## config.mk

```make
export PLATFORM = sky130hd
export DESIGN_NAME = eth_mdio_ctrl
export DESIGN_NICKNAME = d
export VERILOG_FILES = /design/src/rtl/eth_mdio_pkg.sv /design/src/rtl/mdio_clk_div.sv /design/src/rtl/eth_mdio_ctrl.sv
export SDC_FILE = /design/constraint.sdc
export NUM_CORES = 1
export LEC_CHECK = 0
export BUFFER_PORTS_ARGS = -buffer_cell sky130_fd_sc_hd__buf_2
export CORE_UTILIZATION = 40
export CTS_BUF_LIST = sky130_fd_sc_hd__clkbuf_8
export CTS_CLUSTER_SIZE = 30
export DETAILED_ROUTE_END_ITERATION = 10
export PLACE_DENSITY_LB_ADDON = 0.2
export REMOVE_ABC_BUFFERS = 1
export SLEW_MARGIN = 5
export SYNTH_ARGS = -nofsm -noshare
export SYNTH_HDL_FRONTEND = slang
export SYNTH_HIERARCHICAL = 1
export SYNTH_SLANG_ARGS = --single-unit
```

## constraint.sdc

```tcl
create_clock -name clk -period 2.56 [get_ports clk]
set_input_delay 0.256 -clock clk [delete_from_list [all_inputs] [get_ports clk]]
set_output_delay 0.256 -clock clk [all_outputs]
set_load 0.005 [all_outputs]
```

## src/rtl/eth_mdio_pkg.sv

```systemverilog
// Shared types and frame constants for the Clause-22 MDIO management master.
// The frame builder keeps the bit layout in one place for the controller.
package eth_mdio_pkg;

    typedef enum logic [2:0] {
        IDLE,
        PREAMBLE,
        HEADER,
        TA,
        DATA
    } mdio_state_t;

    localparam logic [1:0] MDIO_ST    = 2'b01;
    localparam logic [1:0] MDIO_OP_WR = 2'b01;
    localparam logic [1:0] MDIO_OP_RD = 2'b10;
    localparam logic [1:0] MDIO_TA_WR = 2'b10;

    localparam int MDIO_PRE_BITS   = 32;
    localparam int MDIO_HDR_BITS   = 14;
    localparam int MDIO_TA_BITS    = 2;
    localparam int MDIO_FRAME_BITS = 64;
    localparam int MDIO_TA_FIRST   = MDIO_PRE_BITS + MDIO_HDR_BITS;
    localparam int MDIO_DATA_FIRST = MDIO_TA_FIRST + MDIO_TA_BITS;

    // Frame bit 0 lands in [63] so the line is always driven from the MSB.
    // Read frames fill TA/data with ones; those bits are never driven anyway.
    function automatic logic [MDIO_FRAME_BITS-1:0] mdio_frame(
        input logic        rd,
        input logic [4:0]  phyad,
        input logic [4:0]  regad,
        input logic [15:0] wdata
    );
        return {{MDIO_PRE_BITS{1'b1}}, MDIO_ST, (rd ? MDIO_OP_RD : MDIO_OP_WR),
                phyad, regad, (rd ? 2'b11 : MDIO_TA_WR), (rd ? 16'hFFFF : wdata)};
    endfunction

endpackage

```

## src/rtl/mdio_clk_div.sv

```systemverilog
// MDC half-period divider: each bit is CLK_DIV low cycles then CLK_DIV high cycles.
// Emits single-cycle enables at the end of each phase; restarted at frame accept.
module mdio_clk_div #(
    parameter int CLK_DIV = 25
) (
    input  logic clk,
    input  logic rstn,
    input  logic clear_i,
    input  logic en_i,
    output logic rise_tick_o,
    output logic fall_tick_o,
    output logic sample_tick_o
);

    localparam int CW = $clog2(CLK_DIV);

    logic [CW-1:0] cnt_q, cnt_d;
    logic          high_q, high_d;
    logic          last;

    assign last = (cnt_q == CW'(CLK_DIV - 1));

    // NOTE: every always_comb output gets a default first so no path infers a latch.
    always_comb begin
        cnt_d  = cnt_q;
        high_d = high_q;
        if (clear_i) begin
            cnt_d  = '0;
            high_d = 1'b0;
        end else if (en_i) begin
            if (last) begin
                cnt_d  = '0;
                high_d = ~high_q;
            end else begin
                cnt_d = cnt_q + 1'b1;
            end
        end
    end

    // NOTE: state registers use non-blocking assignments only, so every flop
    // samples pre-edge values regardless of process evaluation order.
    always_ff @(posedge clk or negedge rstn) begin
        if (!rstn) begin
            cnt_q  <= '0;
            high_q <= 1'b0;
        end else begin
            cnt_q  <= cnt_d;
            high_q <= high_d;
        end
    end

    assign rise_tick_o   = en_i & ~high_q & last;
    assign fall_tick_o   = en_i &  high_q & last;
    assign sample_tick_o = en_i &  high_q & last;

endmodule

```

## src/rtl/eth_mdio_ctrl.sv

```systemverilog
// Clause-22 MDIO master: one 64-bit read or write frame per accepted command.
// FSM, frame shift register and MDIO input synchronizer live here.
module eth_mdio_ctrl
    import eth_mdio_pkg::*;
#(
    parameter int CLK_DIV = 25
) (
    input  logic        clk,
    input  logic        rstn,
    input  logic        i_start,
    input  logic        i_read,
    input  logic [4:0]  i_phy_addr,
    input  logic [4:0]  i_reg_addr,
    input  logic [15:0] i_wdata,
    output logic [15:0] o_rdata,
    output logic        o_busy,
    output logic        o_done,
    output logic        o_mdc,
    output logic        o_mdio_o,
    output logic        o_mdio_oe,
    input  logic        i_mdio_i
);

    if (CLK_DIV < 2) begin : g_bad_clk_div
        $error("eth_mdio_ctrl: CLK_DIV must be >= 2");
    end

    mdio_state_t state_q, state_d;

    logic [5:0]                 bit_cnt_q;
    logic [MDIO_FRAME_BITS-1:0] tx_q;
    logic [15:0]                rx_q;
    logic [15:0]                rdata_q;
    logic [1:0]                 sync_q;
    logic                       mdc_q, oe_q, done_q, rd_q;
    logic                       busy, accept, rise, fall, sample, last_bit;

    assign busy     = (state_q != IDLE);
    assign accept   = i_start & ~busy;
    assign last_bit = (bit_cnt_q == 6'(MDIO_FRAME_BITS - 1));

    mdio_clk_div #(
        .CLK_DIV(CLK_DIV)
    ) u_clk_div (
        .clk          (clk),
        .rstn         (rstn),
        .clear_i      (accept),
        .en_i         (busy),
        .rise_tick_o  (rise),
        .fall_tick_o  (fall),
        .sample_tick_o(sample)
    );

    always_ff @(posedge clk or negedge rstn) begin
        if (!rstn) state_q <= IDLE;
        else       state_q <= state_d;
    end

    always_comb begin
        state_d = state_q;
        unique case (state_q)
            IDLE:     if (accept) state_d = PREAMBLE;
            PREAMBLE: if (fall && bit_cnt_q == 6'(MDIO_PRE_BITS - 1))   state_d = HEADER;
            HEADER:   if (fall && bit_cnt_q == 6'(MDIO_TA_FIRST - 1))   state_d = TA;
            TA:       if (fall && bit_cnt_q == 6'(MDIO_DATA_FIRST - 1)) state_d = DATA;
            DATA:     if (fall && last_bit)                             state_d = IDLE;
            default:  state_d = IDLE;
        endcase
    end

    // The line idles high because tx_q refills with ones; bit 63 is the live bit.
    always_ff @(posedge clk or negedge rstn) begin
        if (!rstn) begin
            bit_cnt_q <= '0;
            tx_q      <= '1;
            rx_q      <= '0;
            rdata_q   <= '0;
            sync_q    <= '0;
            mdc_q     <= 1'b0;
            oe_q      <= 1'b0;
            done_q    <= 1'b0;
            rd_q      <= 1'b0;
        end else begin
            sync_q <= {sync_q[0], i_mdio_i};
            done_q <= 1'b0;
            if (accept) begin
                tx_q      <= mdio_frame(i_read, i_phy_addr, i_reg_addr, i_wdata);
                rd_q      <= i_read;
                oe_q      <= 1'b1;
                mdc_q     <= 1'b0;
                bit_cnt_q <= '0;
                rx_q      <= '0;
            end else if (busy) begin
                if (rise) mdc_q <= 1'b1;
                if (sample && rd_q && bit_cnt_q >= 6'(MDIO_DATA_FIRST))
                    rx_q <= {rx_q[14:0], sync_q[1]};
                if (fall) begin
                    mdc_q     <= 1'b0;
                    bit_cnt_q <= bit_cnt_q + 6'd1;
                    if (last_bit) begin
                        tx_q   <= '1;
                        oe_q   <= 1'b0;
                        done_q <= 1'b1;
                        if (rd_q) rdata_q <= {rx_q[14:0], sync_q[1]};
                    end else begin
                        tx_q <= {tx_q[MDIO_FRAME_BITS-2:0], 1'b1};
                        if (rd_q && bit_cnt_q == 6'(MDIO_TA_FIRST - 1)) oe_q <= 1'b0;
                    end
                end
            end
        end
    end

    assign o_rdata   = rdata_q;
    assign o_busy    = busy;
    assign o_done    = done_q;
    assign o_mdc     = mdc_q;
    assign o_mdio_o  = tx_q[MDIO_FRAME_BITS-1];
    assign o_mdio_oe = oe_q;

endmodule
```

=== Word level (Yosys, flattened, before mapping) ===
Index checks and enable logic that the tools add are counted.

* Multipliers: 0
* Reductions and logical operators: 22
* Multiplexer cells: 38
* Divide/modulo/power cells: 0
* Bitwise operators: 8
* $lt $le $gt $ge: 1
* Add/subtract/negate cells: 2
* Equality and inequality tests: 14
* Shift-type cells: 0

{| class="wikitable"
|+ Operator list
! operator !! count
|-
| 64-bit 2-to-1 mux || 4
|-
| 15-bit 2-to-1 mux || 3
|-
| 6-bit == test (second input constant) || 3
|-
| 6-bit 2-to-1 mux || 3
|-
| 1-bit 2-to-1 mux || 17
|-
| 16-bit 2-to-1 mux || 1
|-
| 3-bit 2-to-1 mux || 5
|-
| 5-bit 2-to-1 mux || 3
|-
| 3-bit one-hot mux with 5 select lines || 1
|-
| 2-bit inequality test (second input constant) || 5
|-
| 5-bit AND reduction || 2
|-
| 3-bit nonzero test || 3
|-
| 2-bit AND reduction || 4
|-
| 2-bit nonzero test || 4
|-
| 1-bit logical AND || 7
|-
| 6-bit by 1-bit adder with 6-bit output (second input constant) || 1
|-
| 3-bit by 2-bit == test with 1-bit output (second input constant) || 2
|-
| 6-bit by 5-bit == test with 1-bit output (second input constant) || 1
|-
| 6-bit >= comparator (second input constant) || 1
|-
| 5-bit by 1-bit adder with 5-bit output (second input constant) || 1
|-
| 1-bit AND || 5
|-
| 5-bit == test (second input constant) || 1
|-
| 3-bit by 1-bit == test with 1-bit output (second input constant) || 1
|-
| 3-bit == test (second input constant) || 1
|-
| other kinds (4) || 6
|}

* Memories: 0
* ROM bits: 0
* Latch bits: 0
* Flip-flop bits (word level): 116
* RAM bits: 0
* Logic and storage cells: 97
* Output and inout bits: 21

=== Longest topological paths before layout ===
* Depth in word-level cells: 8
* Depth in mapped cells: 13
* Mapped depth without buffers: 9

=== Cells and area by module ===
The synthesis kept the hierarchy.

{| class="wikitable"
|+ Modules (own cells, without submodules)
! module !! cells each !! area an instance (sq um) !! times used !! seq. area each (sq um)
|-
| eth_mdio_ctrl || 378 || 4565.6 || 1 || 2832.7
|-
| mdio_clk_div || 41 || 395.4 || 1 || 150.1
|}

=== Worst setup path before layout ===
Ideal clock, no wire load.

* Path kind: register -> register
* From: register state_q[1]
* To: register tx_q[34]
* Slack: 0.146 ns
* Stages on the path, launching flop included: 13
* Clock period less this slack: 2.414 ns
* Data required time: 2.499 ns
* Arrival: 2.354 ns
* Setup time: 0.061 ns
* Path through: dfrtp_1 buf_6 nor3_2 inv_1 buf_4 nand2_2 nor2_4 and2_2 o31a_1 clkbuf_1 o21ai_2 clkbuf_1 o22a_1

* Cells in the longest elaborated chain, start to end: 5
* Elaborated cells on any way between the ends: 9

{| class="wikitable"
|+ RTL lines
! item !! RTL line !! text
|-
| start, declared || eth_mdio_ctrl.sv:28 || <nowiki>mdio_state_t state_q, state_d;</nowiki>
|-
| start signal, assigned || eth_mdio_ctrl.sv:56 || <nowiki>else state_q <= state_d;</nowiki>
|-
| 3-bit nonzero test || eth_mdio_ctrl.sv:38 || <nowiki>assign busy = (state_q != IDLE);</nowiki>
|-
| net o_busy || eth_mdio_ctrl.sv:16 || <nowiki>output logic o_busy,</nowiki>
|-
| 1-bit AND (2 in series) || mdio_clk_div.sv:53 || <nowiki>assign fall_tick_o = en_i & high_q & last;</nowiki>
|-
| net fall || eth_mdio_ctrl.sv:36 || <nowiki>logic busy, accept, rise, fall, sample, last_bit;</nowiki>
|-
| 2-bit nonzero test (no line) || n/a ||
|-
| 2-bit AND reduction (no line) || n/a ||
|-
| end signal, assigned || eth_mdio_ctrl.sv:87 || <nowiki>tx_q <= mdio_frame(i_read, i_phy_addr, i_reg_addr, i_wdata);</nowiki>
|-
| end signal, assigned || eth_mdio_ctrl.sv:106 || <nowiki>tx_q <= {tx_q[MDIO_FRAME_BITS-2:0], 1'b1};</nowiki>
|-
| end, declared || eth_mdio_ctrl.sv:31 || <nowiki>logic [MDIO_FRAME_BITS-1:0] tx_q;</nowiki>
|}

The timed path passes the listed nets, and every way through them passes these cells.
A chain may end at the register's enable or synchronous reset.

=== Worst setup path after layout ===
* From: register u_clk_div.cnt_q[0]
* To: register rdata_q[7], in the netlist o_rdata[7]

* Cells in the longest elaborated chain, start to end: 3

{| class="wikitable"
|+ RTL lines
! item !! RTL line !! text
|-
| start, declared || mdio_clk_div.sv:17 || <nowiki>logic [CW-1:0] cnt_q, cnt_d;</nowiki>
|-
| start signal, assigned || mdio_clk_div.sv:47 || <nowiki>cnt_q <= cnt_d;</nowiki>
|-
| 5-bit == test || mdio_clk_div.sv:21 || <nowiki>assign last = (cnt_q == CW'(CLK_DIV - 1));</nowiki>
|-
| 1-bit AND || mdio_clk_div.sv:53 ||
|-
| net fall || eth_mdio_ctrl.sv:36 ||
|-
| 5-bit AND reduction (no line) || n/a ||
|-
| end signal, assigned || eth_mdio_ctrl.sv:104 || <nowiki>if (rd_q) rdata_q <= {rx_q[14:0], sync_q[1]};</nowiki>
|-
| end, declared || eth_mdio_ctrl.sv:33 || <nowiki>logic [15:0] rdata_q;</nowiki>
|}

The timed path passes the listed nets, and every way through them passes these cells.

==> results.toml <==
[yosys]
netlist.area_leader.share_pct = 33.9
yosys-top-cells-area = "dfstp_2 34%, dfrtp_1 26%, o22a_1 6.2%"
synth_area_um2 = 4960
ys.flop_type = "dfstp_2"
ys_types = 49
synth-seq-area-share_pct = 60.1
synth_enable_flop_cells = 0
yosysWarnings = 6
synth-seq-cells = 116
netlist_instances = 419
synth_area_per_cell_um2 = 11.8
synthArstFlopShare_pct = 100
synth_top_cell_by_area = "dfstp_2"

[route]
wl_per_cell_um = 13.9
drcViolationCount = 0
vias = 3276
final_antenna_net_count = 0
routed_via_density = 4.97
dr.pass1.iters = 4
drt_iter0_drc = 224
drt_wl_total_um = 9170

[place]
io_buffers = 51
place.gp.congestion = 0.804
place_hpwl_um = 6100
dp_cells = 621

[power]
internal_power_w = 0.00469
power_switching_w = 0.00177
sw_frac_of_total_pct = 27.4
clockPowerShare_pct = 27.4
power.leakage_nw = 2.59
comb_power_share_pct = 20.1
power_frac_seq_pct = 52.5
p_per_area_nw_per_um2 = 1100
ir_drop_v = 0.000417
p_total_w = 0.00647

[sta]
fmax_ghz = 0.447
hold_viol = 0
slew_viol_final = 0
setup_viol = 0
rsz0062_at_grt = "false"
worst_pin_slew_ns = 0.647
period_needed_ns = 2.24
max-slew-margin-rel_pct = 56.8
clock_skew_ns = 0.0100
timing.final.crit_share_pct = 87.3

[final_layout]
nets = 513
final_util_pct = 48.5
syn2layout_area_growth_pct = 18.0
insertedDiodeCount = 0
final_cells = 659
n_fill_cell = 1115
drive_gt1_share_pct = 39.3

[setup_path]
start_kind = "flip-flop"
r2r_start = "u_clk_div/cnt_q[0]"
rrSetupSlack_ns = 0.32
startpoint = "u_clk_div/cnt_q[0]"
crit_fanout = 16
critPathRequiredTime_ns = 2.87
critPathArrivalTime_ns = 2.54
end_kind = "flip-flop"
reg2reg_depth = 7
r2r-end = "o_rdata[7]"
worstSetupPathType = "flip-flop to flip-flop"

[floorplan]
ios = 52
coreArea_um2 = 12100
die_y_um = 113
initial_core_util_pct = 41.1
row_count = 40
die_w_um = 113
dieArea_um2 = 12900

[global_route]
grt_start_max_net_pins = 49
grt_pass1_wl_um = 15900
grt_pass1_vias = 3222
grt_usage_pct = 16.1
grt_overflow = 0
antenna_found_initial = 0

[clock_network]
clkTransAtPathRegs_ns = 0.07
cts_tree = "done"
numCtsBuffers = 17
cts_buffer_depth = 2
cts_setup_buffers = 0
clock_latency_ns = 0.43
cts_root_buffer = "clkbuf_8"
hold_buffers = 6
htreeDepth = 4
clock-sinks = 116
post_cts_resize_count = 0

[hold_path]
hold_start = "i_phy_addr[1]"
hold_depth = 3
hp-class = "input pin to flip-flop"
hold_path_end = "tx_q[24]"

[status]
status = "finished, final reports clean"

[job]
maxCapViolations = 0
-- metal layers --
layer | up-vias | track usage (%) | part of all wire [%]
li1 | 1620 | - | -
met4 | 0 | 7.63 | 1.7
met1 | 1587 | 21.4 | 49
met5 | - | 0 | 0
met3 | 10 | 4.93 | 3.3
met2 | 59 | 24.0 | 46
-- how the worst max path moves through the flow --
| stage | slack [ns] | end | cells past startpoint |
|---|---|---|---|
| after floorplan | -0.06 | tx_q[17] | 8 |
| after global placement | 0.35 | o_rdata[6] | 7 |
| after detailed placement | 0.26 | o_rdata[11] | 7 |
| after CTS | 0.29 | o_rdata[7] | 7 |
| after global routing | 0.09 | o_rdata[7] | 7 |
| final | 0.32 | o_rdata[7] | 7 |
-- cell usage in the layout, fill, tap and decap left out, types with 2 or more instances in the layout --
cell type | Yosys | layout
nor3_2 | 2 | 2
mux2_2 | 17 | 17
o22ai_2 | 6 | 6
bufinv_16 | 0 | 4
a21oi_1 | 23 | 23
nor2_1 | 36 | 36
buf_4 | 4 | 12
inv_1 | 7 | 12
dfstp_2 | 64 | 64
dfrtp_1 | 52 | 52
clkinv_4 | 1 | 2
o22ai_1 | 21 | 21
dlygate4sd3_1 | 0 | 6
and3_1 | 3 | 3
mux2i_1 | 8 | 8
o22a_1 | 35 | 35
clkinvlp_4 | 0 | 2
xor2_1 | 4 | 4
ha_1 | 4 | 4
nand2_2 | 2 | 2
clkinv_2 | 0 | 2
buf_2 | 12 | 50
nor3_1 | 5 | 5
clkbuf_8 | 0 | 18
nand3_1 | 3 | 3
o21ai_0 | 27 | 27
and4b_1 | 2 | 2
buf_12 | 0 | 2
nand2_1 | 39 | 39
nand4_1 | 3 | 3
o21ai_2 | 2 | 2
a21o_1 | 2 | 2
-- critical path, stage by stage, from the launching register on --
cell	delay (ns)
dfrtp_1	0.41
inv_1	0.09
ha_1	0.22
nand3b_4	0.11
nor2_4	0.13
and2_2	0.26
nand4_2	0.45
mux2_2	0.45
-- stage by stage --
| step | hold slack [ns] | instance area, um2 | TNS (ns) | setup slack (ns) |
|---|---|---|---|---|
| floorplan | -0.0396 | 4780 | -2.71 | -0.0612 |
| global placement | 0.329 | 5370 | 0 | 0.345 |
| detailed placement | 0.335 | 5370 | 0 | 0.257 |
| CTS | 0.00774 | 5850 | 0 | 0.290 |
| global route | 0.0185 | 5850 | 0 | 0.0915 |
| finish | 0.0379 | 5850 | 0 | 0.324 |
-- cells by family (layout without fill, tap and decap cells) --
| family | after synthesis | in the layout | share of synthesized area [%] |
|---|---|---|---|
| flip-flops | 116 | 116 | 60.1 |
| multiplexers | 26 | 26 | 5.78 |
| AO/OA/AOI/OAI | 124 | 124 | 17.4 |
| adder cells (fa/ha/maj) | 4 | 4 | 1.01 |
| buffers and inverters | 38 | 110 | 4.34 |
| XOR/XNOR | 4 | 4 | 0.706 |
| AND/OR/NAND/NOR | 107 | 107 | 10.6 |
-- flip-flops by register name (all words and copies together), names as in the netlist --
| register | count |
|---|---|
| bit_cnt_q | 6 |
| o_done | 1 |
| o_mdc | 1 |
| o_mdio_oe | 1 |
| o_rdata | 16 |
| rd_q | 1 |
| rx_q | 15 |
| state_q | 3 |
| sync_q | 2 |
| tx_q | 64 |
| u_clk_div/cnt_q | 5 |
| u_clk_div/high_q | 1 |
-- Yosys cell counts (2+ instances only) --
library cell   n
mux2_2        17
dfrtp_1       52
nand4_1        3
xor2_1         4
nand3_1        3
o21ai_2        2
ha_1           4
nand2_1       39
nor2_1        36
o21ai_0       27
o22ai_2        6
and4b_1        2
nand2_2        2
nor3_1         5
buf_6          5
a21oi_1       23
dfstp_2       64
inv_1          7
a21o_1         2
o22ai_1       21
clkbuf_1       9
buf_2         12
o22a_1        35
buf_4          4
and3_1         3
nor3_2         2
mux2i_1        8
-- power groups by stage --
| stage | clock [W] | combinational, W | sequential (W) |
|---|---|---|---|
| after floorplan | 0 | 0.00104 | 0.00328 |
| after global placement | 0 | 0.00126 | 0.00341 |
| after detailed placement | 0 | 0.00131 | 0.00343 |
| after CTS | 0.00182 | 0.00133 | 0.00340 |
| after global routing | 0.00191 | 0.00148 | 0.00351 |
| final | 0.00177 | 0.00130 | 0.00340 |
-- cell type report --
class	count	area (um2)	share of cell area (%)
Sequential cell	116	2980	51.0
Clock buffer	18	248	4.23
Inverter	8	35.0	0.599
Clock inverter	14	173	2.95
Multi-Input combinational cell	265	1760	30.1
Timing Repair Buffer	70	440	7.53
Tap cell	168	210	3.59
Power figures use the tool's default switching activity.
